### src/rtl/mem_arb_pkg.sv
// Shared encodings for the memory port arbiter: FSM state codes and requester ids.
package mem_arb_pkg;

   localparam logic [1:0] S_IDLE = 2'd0;
   localparam logic [1:0] S_WAIT = 2'd1;
   localparam logic [1:0] S_DONE = 2'd2;

   localparam logic PORT_CORE   = 1'b0;
   localparam logic PORT_LOADER = 1'b1;

endpackage

### src/rtl/arb_pick2.sv
// Combinational two-way request picker.
// ARB_RR_EN selects round-robin on contention; otherwise port 0 has fixed priority.
module arb_pick2
   import mem_arb_pkg::*;
(
   input  logic [1:0] req,
   input  logic       last_grant,
   output logic       gnt,
   output logic       valid
);

`ifdef ARB_RR_EN
   always_comb begin
      valid = |req;
      if (&req) begin
         gnt = ~last_grant;
      end else begin
         gnt = req[0] ? PORT_CORE : PORT_LOADER;
      end
   end
`else
   // last_grant is tracked by the caller but plays no role in fixed priority.
   logic unused_last_grant;
   assign unused_last_grant = last_grant;

   always_comb begin
      valid = |req;
      gnt   = req[0] ? PORT_CORE : PORT_LOADER;
   end
`endif

endmodule

### src/rtl/mem_port_arbiter.sv
// Arbitrates the core data port and the bulk loader onto one memory controller port,
// with registered request/response paths and a sticky transaction watchdog. Macro: ARB_RR_EN.
module mem_port_arbiter
   import mem_arb_pkg::*;
#(
   parameter int unsigned ADDR_W         = 32,
   parameter int unsigned DATA_W         = 32,
   parameter int unsigned TIMEOUT_CYCLES = 4096
) (
   input  logic              clk,
   input  logic              rst,

   input  logic [ADDR_W-1:0] p0_addr,
   input  logic [DATA_W-1:0] p0_wd,
   input  logic              p0_we,
   input  logic              p0_req,
   output logic [DATA_W-1:0] p0_rd,
   output logic              p0_ready,

   input  logic [ADDR_W-1:0] p1_addr,
   input  logic [DATA_W-1:0] p1_wd,
   input  logic              p1_we,
   input  logic              p1_req,
   output logic [DATA_W-1:0] p1_rd,
   output logic              p1_ready,

   output logic [ADDR_W-1:0] mem_addr,
   output logic [DATA_W-1:0] mem_wd,
   output logic              mem_we,
   output logic              mem_req,
   input  logic [DATA_W-1:0] mem_rd,
   input  logic              mem_ready,
   input  logic              mem_busy,

   output logic              grant_id,
   output logic              timeout_err
);

   localparam int unsigned WDOG_W = (TIMEOUT_CYCLES > 1) ? $clog2(TIMEOUT_CYCLES + 1) : 1;
   localparam bit WDOG_EN = (TIMEOUT_CYCLES != 0);
   localparam logic [WDOG_W-1:0] WDOG_LIMIT =
      (TIMEOUT_CYCLES == 0) ? '0 : WDOG_W'(TIMEOUT_CYCLES - 1);

   logic [1:0]        state_q, state_d;
   logic              last_grant_q, last_grant_d;
   logic [WDOG_W-1:0] wdog_q, wdog_d, wdog_inc;
   logic [ADDR_W-1:0] mem_addr_q, mem_addr_d;
   logic [DATA_W-1:0] mem_wd_q, mem_wd_d;
   logic              mem_we_q, mem_we_d;
   logic              mem_req_q, mem_req_d;
   logic [DATA_W-1:0] p0_rd_q, p0_rd_d, p1_rd_q, p1_rd_d;
   logic              p0_ready_q, p0_ready_d, p1_ready_q, p1_ready_d;
   logic              grant_q, grant_d;
   logic              timeout_q, timeout_d;

   logic              pick_gnt, pick_valid;

   arb_pick2 u_pick (
      .req        ({p1_req, p0_req}),
      .last_grant (last_grant_q),
      .gnt        (pick_gnt),
      .valid      (pick_valid)
   );

   // Saturating increment so a stuck transaction never wraps the counter.
   assign wdog_inc = (&wdog_q) ? wdog_q : wdog_q + WDOG_W'(1);

   always_comb begin
      state_d      = state_q;
      last_grant_d = last_grant_q;
      wdog_d       = wdog_q;
      mem_addr_d   = mem_addr_q;
      mem_wd_d     = mem_wd_q;
      mem_we_d     = mem_we_q;
      mem_req_d    = mem_req_q;
      p0_rd_d      = p0_rd_q;
      p1_rd_d      = p1_rd_q;
      p0_ready_d   = 1'b0;
      p1_ready_d   = 1'b0;
      grant_d      = grant_q;
      timeout_d    = timeout_q;

      unique case (state_q)
         S_IDLE: begin
            mem_req_d = 1'b0;
            wdog_d    = '0;
            if (pick_valid && !mem_busy) begin
               mem_addr_d = (pick_gnt == PORT_LOADER) ? p1_addr : p0_addr;
               mem_wd_d   = (pick_gnt == PORT_LOADER) ? p1_wd   : p0_wd;
               mem_we_d   = (pick_gnt == PORT_LOADER) ? p1_we   : p0_we;
               mem_req_d  = 1'b1;
               grant_d    = pick_gnt;
               state_d    = S_WAIT;
            end
         end
         S_WAIT: begin
            wdog_d = wdog_inc;
            if (WDOG_EN && (wdog_inc >= WDOG_LIMIT)) begin
               timeout_d = 1'b1;
            end
            if (mem_ready) begin
               mem_req_d    = 1'b0;
               last_grant_d = grant_q;
               state_d      = S_DONE;
               if (grant_q == PORT_LOADER) begin
                  p1_rd_d    = mem_rd;
                  p1_ready_d = 1'b1;
               end else begin
                  p0_rd_d    = mem_rd;
                  p0_ready_d = 1'b1;
               end
            end
         end
         S_DONE: begin
            mem_req_d = 1'b0;
            wdog_d    = '0;
            state_d   = S_IDLE;
         end
         default: begin
            mem_req_d = 1'b0;
            wdog_d    = '0;
            state_d   = S_IDLE;
         end
      endcase
   end

   always_ff @(posedge clk or posedge rst) begin
      if (rst) begin
         state_q      <= S_IDLE;
         last_grant_q <= PORT_LOADER;
         wdog_q       <= '0;
         mem_addr_q   <= '0;
         mem_wd_q     <= '0;
         mem_we_q     <= 1'b0;
         mem_req_q    <= 1'b0;
         p0_rd_q      <= '0;
         p1_rd_q      <= '0;
         p0_ready_q   <= 1'b0;
         p1_ready_q   <= 1'b0;
         grant_q      <= 1'b0;
         timeout_q    <= 1'b0;
      end else begin
         state_q      <= state_d;
         last_grant_q <= last_grant_d;
         wdog_q       <= wdog_d;
         mem_addr_q   <= mem_addr_d;
         mem_wd_q     <= mem_wd_d;
         mem_we_q     <= mem_we_d;
         mem_req_q    <= mem_req_d;
         p0_rd_q      <= p0_rd_d;
         p1_rd_q      <= p1_rd_d;
         p0_ready_q   <= p0_ready_d;
         p1_ready_q   <= p1_ready_d;
         grant_q      <= grant_d;
         timeout_q    <= timeout_d;
      end
   end

   assign mem_addr    = mem_addr_q;
   assign mem_wd      = mem_wd_q;
   assign mem_we      = mem_we_q;
   assign mem_req     = mem_req_q;
   assign p0_rd       = p0_rd_q;
   assign p1_rd       = p1_rd_q;
   assign p0_ready    = p0_ready_q;
   assign p1_ready    = p1_ready_q;
   assign grant_id    = grant_q;
   assign timeout_err = timeout_q;

endmodule

### config.mk
export PLATFORM = sky130hd
export DESIGN_NAME = mem_port_arbiter
export DESIGN_NICKNAME = d
export VERILOG_FILES = /design/src/rtl/mem_arb_pkg.sv /design/src/rtl/arb_pick2.sv /design/src/rtl/mem_port_arbiter.sv
export SDC_FILE = /design/constraint.sdc
export NUM_CORES = 1
export LEC_CHECK = 0
export BUFFER_PORTS_ARGS = -buffer_cell sky130_fd_sc_hd__clkbuf_2
export CAP_MARGIN = 20
export CORE_MARGIN = 1
export CORE_UTILIZATION = 40
export DETAILED_ROUTE_END_ITERATION = 10
export HOLD_SLACK_MARGIN = 0.02
export PLACE_DENSITY = 0.77
export SLEW_MARGIN = 20
export SYNTH_ARGS = -nofsm -noshare
export SYNTH_HDL_FRONTEND = slang
export SYNTH_SLANG_ARGS = --single-unit
### constraint.sdc
create_clock -name clk -period 6.4 [get_ports clk]
set_input_delay 1.92 -clock clk [delete_from_list [all_inputs] [get_ports clk]]
set_output_delay 1.92 -clock clk [all_outputs]
set_load 0.02 [all_outputs]
# Yosys cells after proc, flatten, opt, wreduce, memory -nomap -nowiden
# Index checks and enable logic that the tools add are counted.
# totals
ff_bits	149
in_bits	168
out_inout_bits	134
wordCells	46
# classes
add_sub_neg	1
magnitude_cmp	1
n_eq_ne	3
muxes	18
n_bitwise	1
reduce_logical	10
# ops
op	count
two-way mux 32 bit	2
two-way mux 13 bit	2
adder 13 x 1 -> 13 bit (second input constant)	1
>= comparator 13 x 12 -> 1 bit (second input constant)	1
AND reduction 13 bit	1
two-way mux 1 bit	10
AND reduction 2 bit	3
AND reduction 3 bit	2
two-way mux 2 bit	2
inequality test 2 bit (second input constant)	2
one-hot mux 2 bit (2 select lines)	1
equality test 2 x 1 -> 1 bit (second input constant)	1
zero test 2 bit	1
one-hot mux 1 bit (2 select lines)	1
OR reduction 2 bit	1
logical AND 1 bit	1
zero test 1 bit	1
inverter 1 bit	1

# Logic depth before layout (Yosys ltp)
# Gate-level depths: netlist of run 1.
# depth
word_depth	4
depth_mapped	8
mapped_depth_nobuf	6

# Hierarchy
# From an unflattened synthesis of run 1, not the netlist that was laid out.
# unflattened
hier_cells	533
hier_area_um2	6398.6
# by_module_without_submodules
mod	n_inst	cells_per_inst	area_each_um2	seq_area_each_um2
mem_port_arbiter	1	531	6388.6	3754.9
arb_pick2	1	2	10.0	0.0

# Worst setup path before layout of run 1
# No wires, ideal clock.
# synth_path
path_kind	input to register
from	input p0_req
to	register grant_q, in the netlist grant_id
setup_ns	0.144
arrival_time_ns	3.102
t_required_ns	6.256
setup_slack_ns	3.154
cell_stages	8
path_buffers	4
cell_sequence	clkbuf_1 nor2_1 or4_1 clkbuf_1 clkbuf_1 buf_2 nand2_1 o21ai_1
# synth_between
elab_chain_len	3
word_cells_on_any_way	4
cone_classes	mux (1); reduce/logical (3)
# synth_lines
item	line	rtl
from (decl)	mem_port_arbiter.sv:16	input logic p0_req,
OR reduction 2 bit	arb_pick2.sv:27	valid = |req;
logical AND 1 bit	mem_port_arbiter.sv:87	if (pick_valid && !mem_busy) begin
AND reduction 2 bit (no line)	n/a	
to (signal assigned)	mem_port_arbiter.sv:154	grant_q <= grant_d;
to (decl)	mem_port_arbiter.sv:53	logic grant_q, grant_d;
# Several ways; a longest one is shown, not always the timed one.
# A chain may end at the register's enable or synchronous reset.

# Worst setup path after layout of run 1
# layout_path
from	input p0_req
to	register mem_wd_q[3], in the netlist mem_wd[3]
# layout_between
elab_chain_len	3
word_cells_on_any_way	4
cone_classes	mux (1); reduce/logical (3)
# layout_lines
item	line	rtl
OR reduction 2 bit	arb_pick2.sv:27	
logical AND 1 bit	mem_port_arbiter.sv:87	
AND reduction 2 bit (no line)	n/a	
to (signal assigned)	mem_port_arbiter.sv:147	mem_wd_q <= mem_wd_d;
to (decl)	mem_port_arbiter.sv:48	logic [DATA_W-1:0] mem_wd_q, mem_wd_d;
# Several ways; a longest one is shown, not always the timed one.

==> results.md, run 1 <==
Run status:
- The flow ran to the end, and the final reports show no timing, DRC or antenna violations.

Routing:
- The first detailed-routing pass ran for 4 iterations.
- For this run, design rule violations remaining after detail routing come to 0.
- The overall routed net length is 15,500 µm.
- The vias after detailed routing is 5,033.
- The average via count per standard cell is 4.84.
- The initial detailed-routing violation count is 183.
- The detailed-route wire length per cell is 14.9 µm.
- Once detail routing completed, the nets flagged for antenna violations numbered 0.

Worst setup path:
- Traced cell by cell, the critical path runs through buf_4 -> nor2_1 -> or4_4 -> buf_4 -> o21ai_0.
- By instance count, the cell type seen most on the critical path is buf_4.
- The slowest library cell on the worst path is buf_4.
- The number of buffers and inverters on the critical path is 2.
- The sort of element at the start of the critical path is an input pin.
- STA classifies the critical path endpoint as a flop.
- For the worst setup path, the data required time is 6.66 ns.
- In this design, the stage delay of the slowest critical-path cell is 0.70 ns.
- The worst setup slack for register-to-register paths is 4.17 ns.
- The critical-path maximum fanout is 100.
- The critical path is of the input pin to flop type.
- The signal arrival time at the worst endpoint is 3.53 ns.
- Broken down by cell family, the worst path's largest delay share belongs to buffers and inverters.

Yosys:
- Summed over all instances, the cell type with the most area after synthesis is dfrtp_1.
- The number of synthesized register bits is 149.
- In the synthesized netlist the dominant register cell turns out to be dfrtp_1.
- When the netlist entered floorplanning its net count stood at 694.
- For this run, the number of Yosys warnings is 0.
- Dividing the synthesized area by the synthesized cell count gives 12.1 µm².
- The top cell type's share of synthesized area is 58.8%.
- Summing the sequential cell areas from Yosys gives 58.8% of the chip area.
- After synthesis, the cell types taking the most area are dfrtp_1, mux2_2, mux2i_1.
- The post-synthesis cell type count is 40.
- The cell area that synthesis handed to floorplanning was 0.00634 mm².
- The count of flip-flops with a built-in enable after synthesis is 0.
- In the synthesized netlist, the number of instances is 525.
- The proportion of register bits with asynchronous set or reset after synthesis is 100%.

Power and ir drop:
- For this design the static power due to leakage is 4.45 nW.
- The total power of the final layout is 0.00375 W.
- The power density over the cells is 437 mW/mm².
- The worst-case IR drop observed on VDD is 0.180 mV.

Finish:
- Of the cells placed in the final design, the portion with a size suffix greater than 1 is 49.3%.
- In the layout the commonest cells are clkbuf_2, dfrtp_1, nand2_1.
- The number of antenna diodes in the final layout is 0.
- Cells fill 55.9% of the core in the end.
- The layout overhead on the synthesized area is 35.0%.
- The most common cell after layout, fill and taps aside is clkbuf_2.
- At the end of the flow, the number of nets in the layout was 986.

Floorplanning:
- From left edge to right edge, the die measures 128 µm.
- The die covers 0.0164 mm².
- Measured along the y axis, the die boundary spans 128 µm.
- Pin placement for this block handled 302 I/O pins.
- The initial core utilization is 41.4%.
- The standard-cell row count is 45.
- The core region area is 0.0153 mm².

STA:
- Setup violations remaining at the end of the flow were counted as 0.
- The number of endpoints with negative hold slack in the final report came to 0.
- The final period utilization is 51.1%.
- The relative max-transition margin is 32.7%.
- Hold timing on the final database bottoms out at a slack of 0.478 ns.
- At the pin with the least slew margin, the transition time is 1.01 ns.
- The final worst clock skew is 0.00593 ns.
- The number of pins exceeding their max-slew limit in the final report was 0.
- Counting I/O delays and the setup requirement, the final critical path takes 3.27 ns.
- Setup repair after global routing left no endpoint under its margin.
- The maximum operating frequency is 306 MHz.
- The setup TNS is 0 ns.
- Setup slack on the critical path of the routed design comes to 3.13 ns.

Placed design:
- The HPWL after detailed placement is 11,600 µm.
- Before CTS, the worst setup slack after placement is 2.70 ns.
- The number of buffers inserted by port buffering is 301.
- Routability-driven placement finished with a final weighted congestion of 0.841.

CTS:
- The clock reaches the later pin of the worst-skew pair after 0.41 ns.
- The clock tree synthesis step divided the H-tree into 4 levels.
- The count of buffers added by post-CTS timing repair for setup is 0.
- The number of buffers added by the clock tree synthesis step is 17.
- The quantity of hold-fixing buffers added after cts is 0.
- The number of buffers on the longest clock path is 2.
- The post-CTS resize count is 0.
- The clock net in this run drives a total of 149 sinks.
- The root cell of the clock tree is clkbuf_16.
- TritonCTS built the clock tree.
- Clock-pin slew was measured on the worst setup and hold paths at 0.06 ns.

Run:
- Across the run, the number of max-cap violations was 0.

GRT:
- The maximum number of pins on one net before global-route repair is 101.
- The total routing usage reported by global routing is 19.7%.
- The remaining global-route overflow is 0.
- The global-route wire length before repair is 24,700 µm.
- The initial antenna violation count was 1.
- The number of global-route vias before repair is 4,922.

Min path:
- The kind of path behind the tightest hold check is flop to flop.
-- stage by stage --
stage          instance area, µm²  std cells
2_1_floorplan                6340        525
3_3_place_gp                 8020       1009
3_5_place_dp                 8020       1009
4_1_cts                      8570       1040
5_1_grt                      8570       1040
6_report                     8570       1040
-- worst reg2reg max path: stages, from the launching register on --
cell,delay [ns]
dfrtp_1,0.40
nor2b_1,0.23
and2_1,0.21
nor2b_4,0.83
mux2_2,0.45
-- per-layer routing --
| layer | track usage [%] | up-vias | wire length, µm |
|---|---|---|---|
| met1 | 22.4 | 2385 | 6220 |
| met4 | 7.34 | 0 | 251 |
| li1 | - | 2433 | - |
| met5 | 0 | - | 0 |
| met3 | 5.55 | 20 | 994 |
| met2 | 35.0 | 195 | 8000 |
-- layout make-up --
class	count	area (µm²)
Timing Repair Buffer	306	1550
Inverter	4	20.0
Tap cell	211	264
Multi-Input combinational cell	339	2460
Clock inverter	12	106
Clock buffer	19	443
Fill cell	1346	6750
Sequential cell	149	3730
-- Yosys cell counts, types with 2 or more instances --
| library cell | number |
|---|---|
| nand3_1 | 2 |
| o21ai_0 | 67 |
| mux2i_1 | 65 |
| nand2_1 | 73 |
| clkbuf_1 | 14 |
| mux2_2 | 64 |
| buf_2 | 14 |
| nor2b_1 | 2 |
| inv_1 | 4 |
| buf_4 | 3 |
| and4_4 | 3 |
| o21ai_1 | 4 |
| and3_1 | 3 |
| xnor2_1 | 5 |
| a31oi_1 | 2 |
| o21a_1 | 2 |
| nor3_1 | 6 |
| nor2_1 | 10 |
| a21oi_1 | 6 |
| xor2_1 | 2 |
| nand4_1 | 5 |
| buf_1 | 2 |
| dfrtp_1 | 149 |
| nor4_1 | 2 |
-- worst paths after layout --
| kind | start | to | cells after the start |
|---|---|---|---|
| max in group asynchronous | rst | mem_wd[29] | 3 |
| min in group asynchronous | rst | p0_rd[31] | 2 |
| hold reg to reg | mem_addr[24] | mem_addr[24] | 2 |
| hold / removal | mem_addr[24] | mem_addr[24] | 2 |
| setup reg to reg | state_q[1] | p0_rd[11] | 4 |
| setup / recovery | p0_req | mem_wd[3] | 5 |
-- sequential cells by signal, summed over array words and instances, names as in the netlist --
name	flops
mem_addr	32
mem_wd	32
p0_rd	32
p1_rd	32
wdog_q	13
state_q	2
grant_id	1
mem_req	1
mem_we	1
p0_ready	1
p1_ready	1
timeout_err	1
-- where the power goes --
| group | internal (W) | switching, W |
|---|---|---|
| combinational | 0.000507 | 0.000826 |
| clock | 0.000541 | 0.000383 |
| sequential | 0.00130 | 0.000190 |
-- kinds of logic (layout without fill, tap and decap cells) --
group,count (synthesis),after routing,share of synthesized area [%]
multiplexers,129,129,21.6
buffers and inverters,37,341,2.64
AO/OA/AOI/OAI,89,89,7.63
XOR/XNOR,7,7,0.966
flip-flops,149,149,58.8
AND/OR/NAND/NOR,113,113,8.18
adder cells (fa/ha/maj),1,1,0.197
Power figures use the tool's default switching activity.
==> inputs of run 2 (changes only) <==
Settings changed: PLACE_DENSITY 0.77 to 0.79.
Clock period 6.4 ns to 2.8 ns, I/O delays scaled along.
==> run 2 against run 1 <==
  * Sequential power increased by 130%
  * Via count increased by 1.5%
  * Power grew 130%
  * Clock skew fell by 0.00084 ns
  * Die area unchanged
  * First-iteration DRC count increased by 28%
  * Count of clock-buffer cells in the layout down 2
  * Non-clock buffer count increased by 2
==> results.md, run 2 (synthesis results as in run 1) <==
Floorplanning:
- Measured along the y axis, the die boundary spans 128 µm.
- 302 I/O pins were placed.
- In this run the standard cell core region covers 0.0153 mm².
- The die is 128 µm wide.
- In this run the core area contains 45 standard-cell rows.
- Once the floorplan was initialized, standard cells occupied 41.4% of the core.
- The die covers 0.0164 mm².

Placed design:
- Prior to clock tree synthesis, the placed netlist has a worst setup slack of 0.540 ns.
- The HPWL after detailed placement is 11,700 µm.
- At the end of routability-driven placement, the weighted congestion stood at 0.858.
- The number of buffers inserted by port buffering is 301.
- After detailed placement, the total cell area comes to 0.00809 mm².
- The number of cells after detailed placement is 1,011.

CTS:
- The post-CTS resize count is 0.
- The clock net in this run drives a total of 149 sinks.
- Buffers inserted to repair hold after CTS numbered 0.
- The number of buffers on the longest clock path is 2.
- Post-CTS timing repair inserted 0 buffers for setup.
- The clock tree from TritonCTS is yes.
- For the worst-skew pair, the clock arrives at the later sink with an insertion delay of 0.41 ns.
- The root cell of the clock tree is clkbuf_16.
- The H-tree depth is 4.
- Buffers inserted during clock tree synthesis total 17.
- Clock-pin slew was measured on the worst setup and hold paths at 0.06 ns.

Worst setup path:
- The critical-path maximum fanout is 6.
- The kind of end point of the critical path is a flop.
- For the worst setup path, the data required time is 3.12 ns.
- The sort of element at the start of the critical path is a flop.
- The category of the most critical setup path is flop to flop.
- STA puts the critical path data arrival time at 2.55 ns.

STA:
- The number of pins exceeding their max-slew limit in the final report is 0.
- For the pin with the worst max-slew slack, the measured transition is 0.484 ns.
- The total setup violations reported at the end of the flow is 0.
- Across all setup checks in the final design, the least slack found is 0.572 ns.
- The final worst clock skew is 0.00509 ns.
- Setup repair after global routing left no endpoint under its margin.
- In this run the tightest slew margin relative to its limit is 67.7%.
- The setup TNS is 0 ns.
- The final period utilization is 79.6%.
- Derived from the worst setup path, the maximum achievable clock frequency is 449 MHz.
- The worst path needs 2.23 ns of the cycle, external delays included.
- The number of endpoints with negative hold slack in the final report is 0.

Power and ir drop:
- The worst-case IR drop observed on VDD is 0.501 mV.
- Per report_power, the sequential group accounts for 39.0% of the total.
- The leakage power is 4.50 nW.
- The switching component of the power is 0.00326 W.
- The design draws 0.00874 W.
- The internal power contribution is 0.00548 W.
- Of the total power, the share spent switching nets is 37.3%.
- The share of power burned in combinational logic is 35.1%.
- The clock share of power is 25.9%.
- Power spread over the standard cell area amounts to 1010 mW/mm².

Routing:
- In the final routed layout, each cell accounts on average for 14.9 µm.
- Summed over all layers, the routed wires come to 15,600 µm.
- The residual antenna-violating net count after detailed routing is 0.
- The first detailed-routing pass took 4 iterations.
- The vias after detailed routing is 5,108.
- The average via count per standard cell is 4.89.
- The initial detailed-routing violation count is 235.
- The total DRC errors in the routed layout is 0.

GRT:
- The maximum number of pins on one net before global-route repair is 85.
- Global routing finished with a remaining overflow of 0.
- The initial antenna violation count is 1.
- The total routing usage reported by global routing is 19.9%.
- The global-route wire length before repair is 25,200 µm.
- The number of global-route vias before repair is 5,251.

Min path:
- The tightest min-delay check is of the flop to flop type.

Run:
- The count of maximum capacitance violations is 0.

Finish:
- The number of standard cells in the final layout excluding fillers is 1,044.
- The final cell area excluding filler cells is 0.00869 mm².
- Leaving out fill and tap cells, the most frequent cell in the layout is clkbuf_2.
- The layout cell share with drive strength beyond 1 is 49.6%.
- The number of nets in the final layout is 988.
- The area growth from synthesis to layout is 36.9%.
- The top cell types in the final layout, fill and taps aside, are clkbuf_2, dfrtp_1, nand2_1.

Run status:
- The flow ran to the end, and the final reports show no timing, DRC or antenna violations.
==> run 2: cell count changes in the layout (fill, tap and decap cells not counted), sizes merged <==
| cell | previous run | this run |
|---|---|---|
| bufinv | 1 | 2 |
| buf | 6 | 8 |
| diode | 0 | 1 |
| inv | 5 | 10 |
| clkbuf | 319 | 317 |
| clkinv | 6 | 3 |
==> run 2: path summary, 6_finish.rpt <==
kind / from / to / slack [ns] / depth (start not counted)
max: wdog_q[0] / timeout_err / 0.57 / 6
max reg2reg: wdog_q[0] / timeout_err / 0.57 / 6
max in group asynchronous: rst / p0_rd[14] / 1.88 / 3
min in group asynchronous: rst / p1_rd[7] / 0.53 / 3
min reg2reg: timeout_err / timeout_err / 0.47 / 2
min: timeout_err / timeout_err / 0.47 / 2
==> run 2: area by class of cell <==
type / count / area [µm²]
fill: 1326 / 6630
sequential: 149 / 3730
multi-input combinational: 339 / 2450
timing repair buffer: 308 / 1620
clock buffer: 17 / 425
tap: 211 / 264
clock inverter: 15 / 168
inverter: 4 / 18.8
antenna: 1 / 2.50
==> run 2: layer usage <==
layer / global-route usage [%] / share of wire [%] / vias up
met2: 34.7 / 51 / 225
met5: 0 / 0 / -
met3: 5.84 / 6.5 / 33
met4: 9.07 / 2.8 / 0
li1: - / - / 2441
met1: 22.4 / 40 / 2409
==> run 2: per-stage QoR <==
step           hold slack [ns]  utilization, %
2_1_floorplan            0.521               -
3_3_place_gp             0.463            52.8
3_5_place_dp             0.464            52.8
4_1_cts                  0.477            56.7
5_1_grt                  0.509            56.7
6_report                 0.471            56.7
==> run 2: worst max-delay path: stages (launching register included) <==
cell and delay [ns]:
dfrtp_1 0.42, ha_1 0.29, and3_1 0.33, nand4_1 0.31, a211oi_1 0.36, o221ai_1 0.18
o31ai_2 0.25
==> run 2: power groups by stage <==
| stage | registers (W) | clock network (W) | logic, W |
|---|---|---|---|
| 2_1_floorplan | 0.00440 | 0 | 0.000896 |
| 3_3_place_gp | 0.00340 | 0 | 0.00304 |
| 3_5_place_dp | 0.00344 | 0 | 0.00312 |
| 4_1_cts | 0.00341 | 0.00232 | 0.00311 |
| 5_1_grt | 0.00351 | 0.00241 | 0.00332 |
| 6_report | 0.00341 | 0.00227 | 0.00307 |
==> inputs of run 3 (changes only) <==
Settings changed: PLACE_DENSITY 0.79 to 0.77.
Clock period 2.8 ns to 2.3 ns, I/O delays scaled along.
==> run 3 against run 2 <==
  * Power is 22% higher
  * Count of clock-buffer cells in the layout stayed put
  * Via count is 1.1% lower
  * Register-to-register slack worse by 0.36 ns
  * Critical path type unchanged
  * Largest cell class unchanged
==> results.md, run 3 (synthesis results as in run 1) <==
Run status:
- The flow ran to the end, and the final reports show no timing, DRC or antenna violations.

Finish:
- Relative to the synthesized area, the layout overhead comes to 38.2%.
- Leaving out fill and tap cells, the most frequent cell in the layout is clkbuf_2.
- The net count of the finished layout is 996.
- The final cell area excluding filler cells is 0.00877 mm².
- The post-route netlist has 50.1% of its cells at a drive strength greater than 1.
- The diode insertion count for antenna repair is 0.
- In the layout the commonest cells are clkbuf_2, dfrtp_1, nand2_1.

Worst setup path:
- The critical-path maximum fanout is 6.
- Tracing the worst setup path back leads to its startpoint at wdog_q[0].
- The terminus of the critical flop-to-flop path is timeout_err.
- The reg-to-reg critical path startpoint is wdog_q[0].
- The required time reported for the critical path endpoint is 2.63 ns.
- The kind of end point of the critical path is a flop.
- The category of the most critical setup path is flop to flop.
- The sort of element at the start of the critical path is a flop.
- STA puts the critical path data arrival time at 2.41 ns.
- The worst setup slack for register-to-register paths is 0.22 ns.
- The number of cells on the worst reg-to-reg path is 6.

CTS:
- The H-tree depth is 4.
- The clock tree from TritonCTS is yes.
- TritonCTS created 17 clock buffers.
- The clock passes through at most 2 buffers.
- The clock reaches the later pin of the worst-skew pair after 0.41 ns.
- After clock tree synthesis, the repair step resized 0 gates.
- Clock-pin slew was measured on the worst setup and hold paths at 0.06 ns.
- In this run the clock root is driven by a clkbuf_16.
- The tree built by TritonCTS fans out to 149 sinks.

STA:
- The worst path uses 90.6% of the clock period.
- Headroom to the max-slew limit came out at 63.3%.
- Across all setup checks in the final design, the least slack found is 0.217 ns.
- The number of endpoints with negative hold slack in the final report is 0.
- Counting I/O delays and the setup requirement, the final critical path takes 2.08 ns.
- The number of pins exceeding their max-slew limit in the final report is 0.
- Final hold analysis gives a worst-case slack of 0.319 ns.
- Setup repair after global routing left no endpoint under its margin.
- Setup violations remaining at the end of the flow were counted as 0.
- At the pin with the least slew margin, the transition time is 0.550 ns.
- Summed over all failing endpoints, the final setup total negative slack is 0 ns.
- The final worst clock skew is 0.00741 ns.
- For this run, the top clock speed supported by timing is 480 MHz.

Power and ir drop:
- The completed layout was analyzed and its total power is 0.0107 W.
- The net switching fraction of the power is 37.3%.
- Combinational logic is responsible for 35.2% of the overall power.
- In this run, flip-flops and latches consume 38.9% of the power.
- The worst-case vdd ir drop is 0.569 mV.
- The power density over the cells is 1220 mW/mm².
- For this design the total switching power over the nets is 0.00398 W.
- For this design the static power due to leakage is 4.54 nW.
- The share of total power dissipated in the clock network is 25.9%.
- The internal power contribution is 0.00669 W.

Routing:
- After detailed routing, the number of remaining DRC violations is 0.
- The detailed-route wire length per cell is 14.8 µm.
- Before antenna repair, the detailed router went through 4 iterations.
- The average via count per standard cell is 4.81.
- The overall routed net length is 15,600 µm.
- The initial detailed-routing violation count is 282.
- The final route contains 5,054 vias.
- Once detail routing completed, the nets flagged for antenna violations numbered 0.

Placed design:
- The placer's final routability congestion estimate is 0.885.
- Before CTS, the worst setup slack after placement is 0.220 ns.
- Once placement finished, the instance area stood at 0.00816 mm².
- During placement, the flow inserted port buffers numbering 301.
- The HPWL after detailed placement is 11,800 µm.

GRT:
- The first global-routing pass estimated 25,000 µm of wire.
- The initial antenna violation count is 0.
- Global routing used 19.9% of the available tracks.
- The maximum number of pins on one net before global-route repair is 104.
- The number of global-route vias before repair came to 5,041.
- After global routing the overflow that remains totals 0.

Floorplanning:
- The die is 128 µm tall.
- 302 I/O pins were placed.
- The core region area is 0.0153 mm².
- The die is 128 µm wide.
- After floorplanning, the core was divided into 45 placement rows.
- The initial utilization of the core area, before any placement, comes to 41.4%.
- The die covers 0.0164 mm².

Run:
- The count of maximum capacitance violations is 0.

Min path:
- In this run the worst hold path is classified as input pin to asynchronous set/reset pin.
run 3: changes by cell type in the layout (fill, tap and decap cells not counted), sizes merged:
cell      before  now
buf            8   16
clkinv         3    2
clkinvlp       4    5
diode          1    0
run 3: metal layers:
metal	vias up	wire, µm	track usage (%)
met1	2379	6470	23.2
li1	2461	-	-
met2	193	7930	34.9
met3	21	953	5.97
met4	0	236	6.64
met5	-	0	0
run 3: worst max path at each step:
| stage | end | slack (ns) | depth (start not counted) |
|---|---|---|---|
| 6_report | timeout_err | 0.22 | 6 |
| 5_1_grt | timeout_err | 0.02 | 6 |
| 4_1_cts | timeout_err | 0.20 | 6 |
| 3_5_place_dp | timeout_err | 0.22 | 6 |
| 3_3_place_gp | timeout_err | 0.25 | 6 |
| 2_1_floorplan | grant_id | -0.26 | 1 |
run 3: cell type report:
cell class	instances	area [µm²]
fill	1369	6550
sequential	149	3730
multi-input combinational	339	2450
timing repair buffer	316	1710
clock buffer	17	425
tap	211	264
clock inverter	15	168
inverter	4	18.8
run 3: power by group through the flow:
stage / Combinational [W] / Clock [W] / Sequential [W]
3_5_place_dp: 0.00382 / 0 / 0.00418
4_1_cts: 0.00381 / 0.00284 / 0.00415
3_3_place_gp: 0.00373 / 0 / 0.00415
2_1_floorplan: 0.00109 / 0 / 0.00535
5_1_grt: 0.00404 / 0.00296 / 0.00427
6_report: 0.00375 / 0.00277 / 0.00415
run 3: repair_timing:
action,4_1_cts,5_1_grt
setup endpoints to repair,0,1
hold buffers,0,0
endpoints found under the hold margin,0,0
setup buffers,0,2
run 3: through the flow:
stage,instances,utilization (%)
detailed placement,1017,53.3
CTS,1049,57.2
global placement,1017,53.3
global route,1051,57.3
finish,1051,57.3
floorplan,525,-
run 3: critical path, stage by stage, from the launching register on:
cell and delay, ns:
dfrtp_1 0.43, ha_1 0.30, and3_1 0.31, and4_4 0.29, a21oi_1 0.08, or3b_1 0.39
o31ai_2 0.21
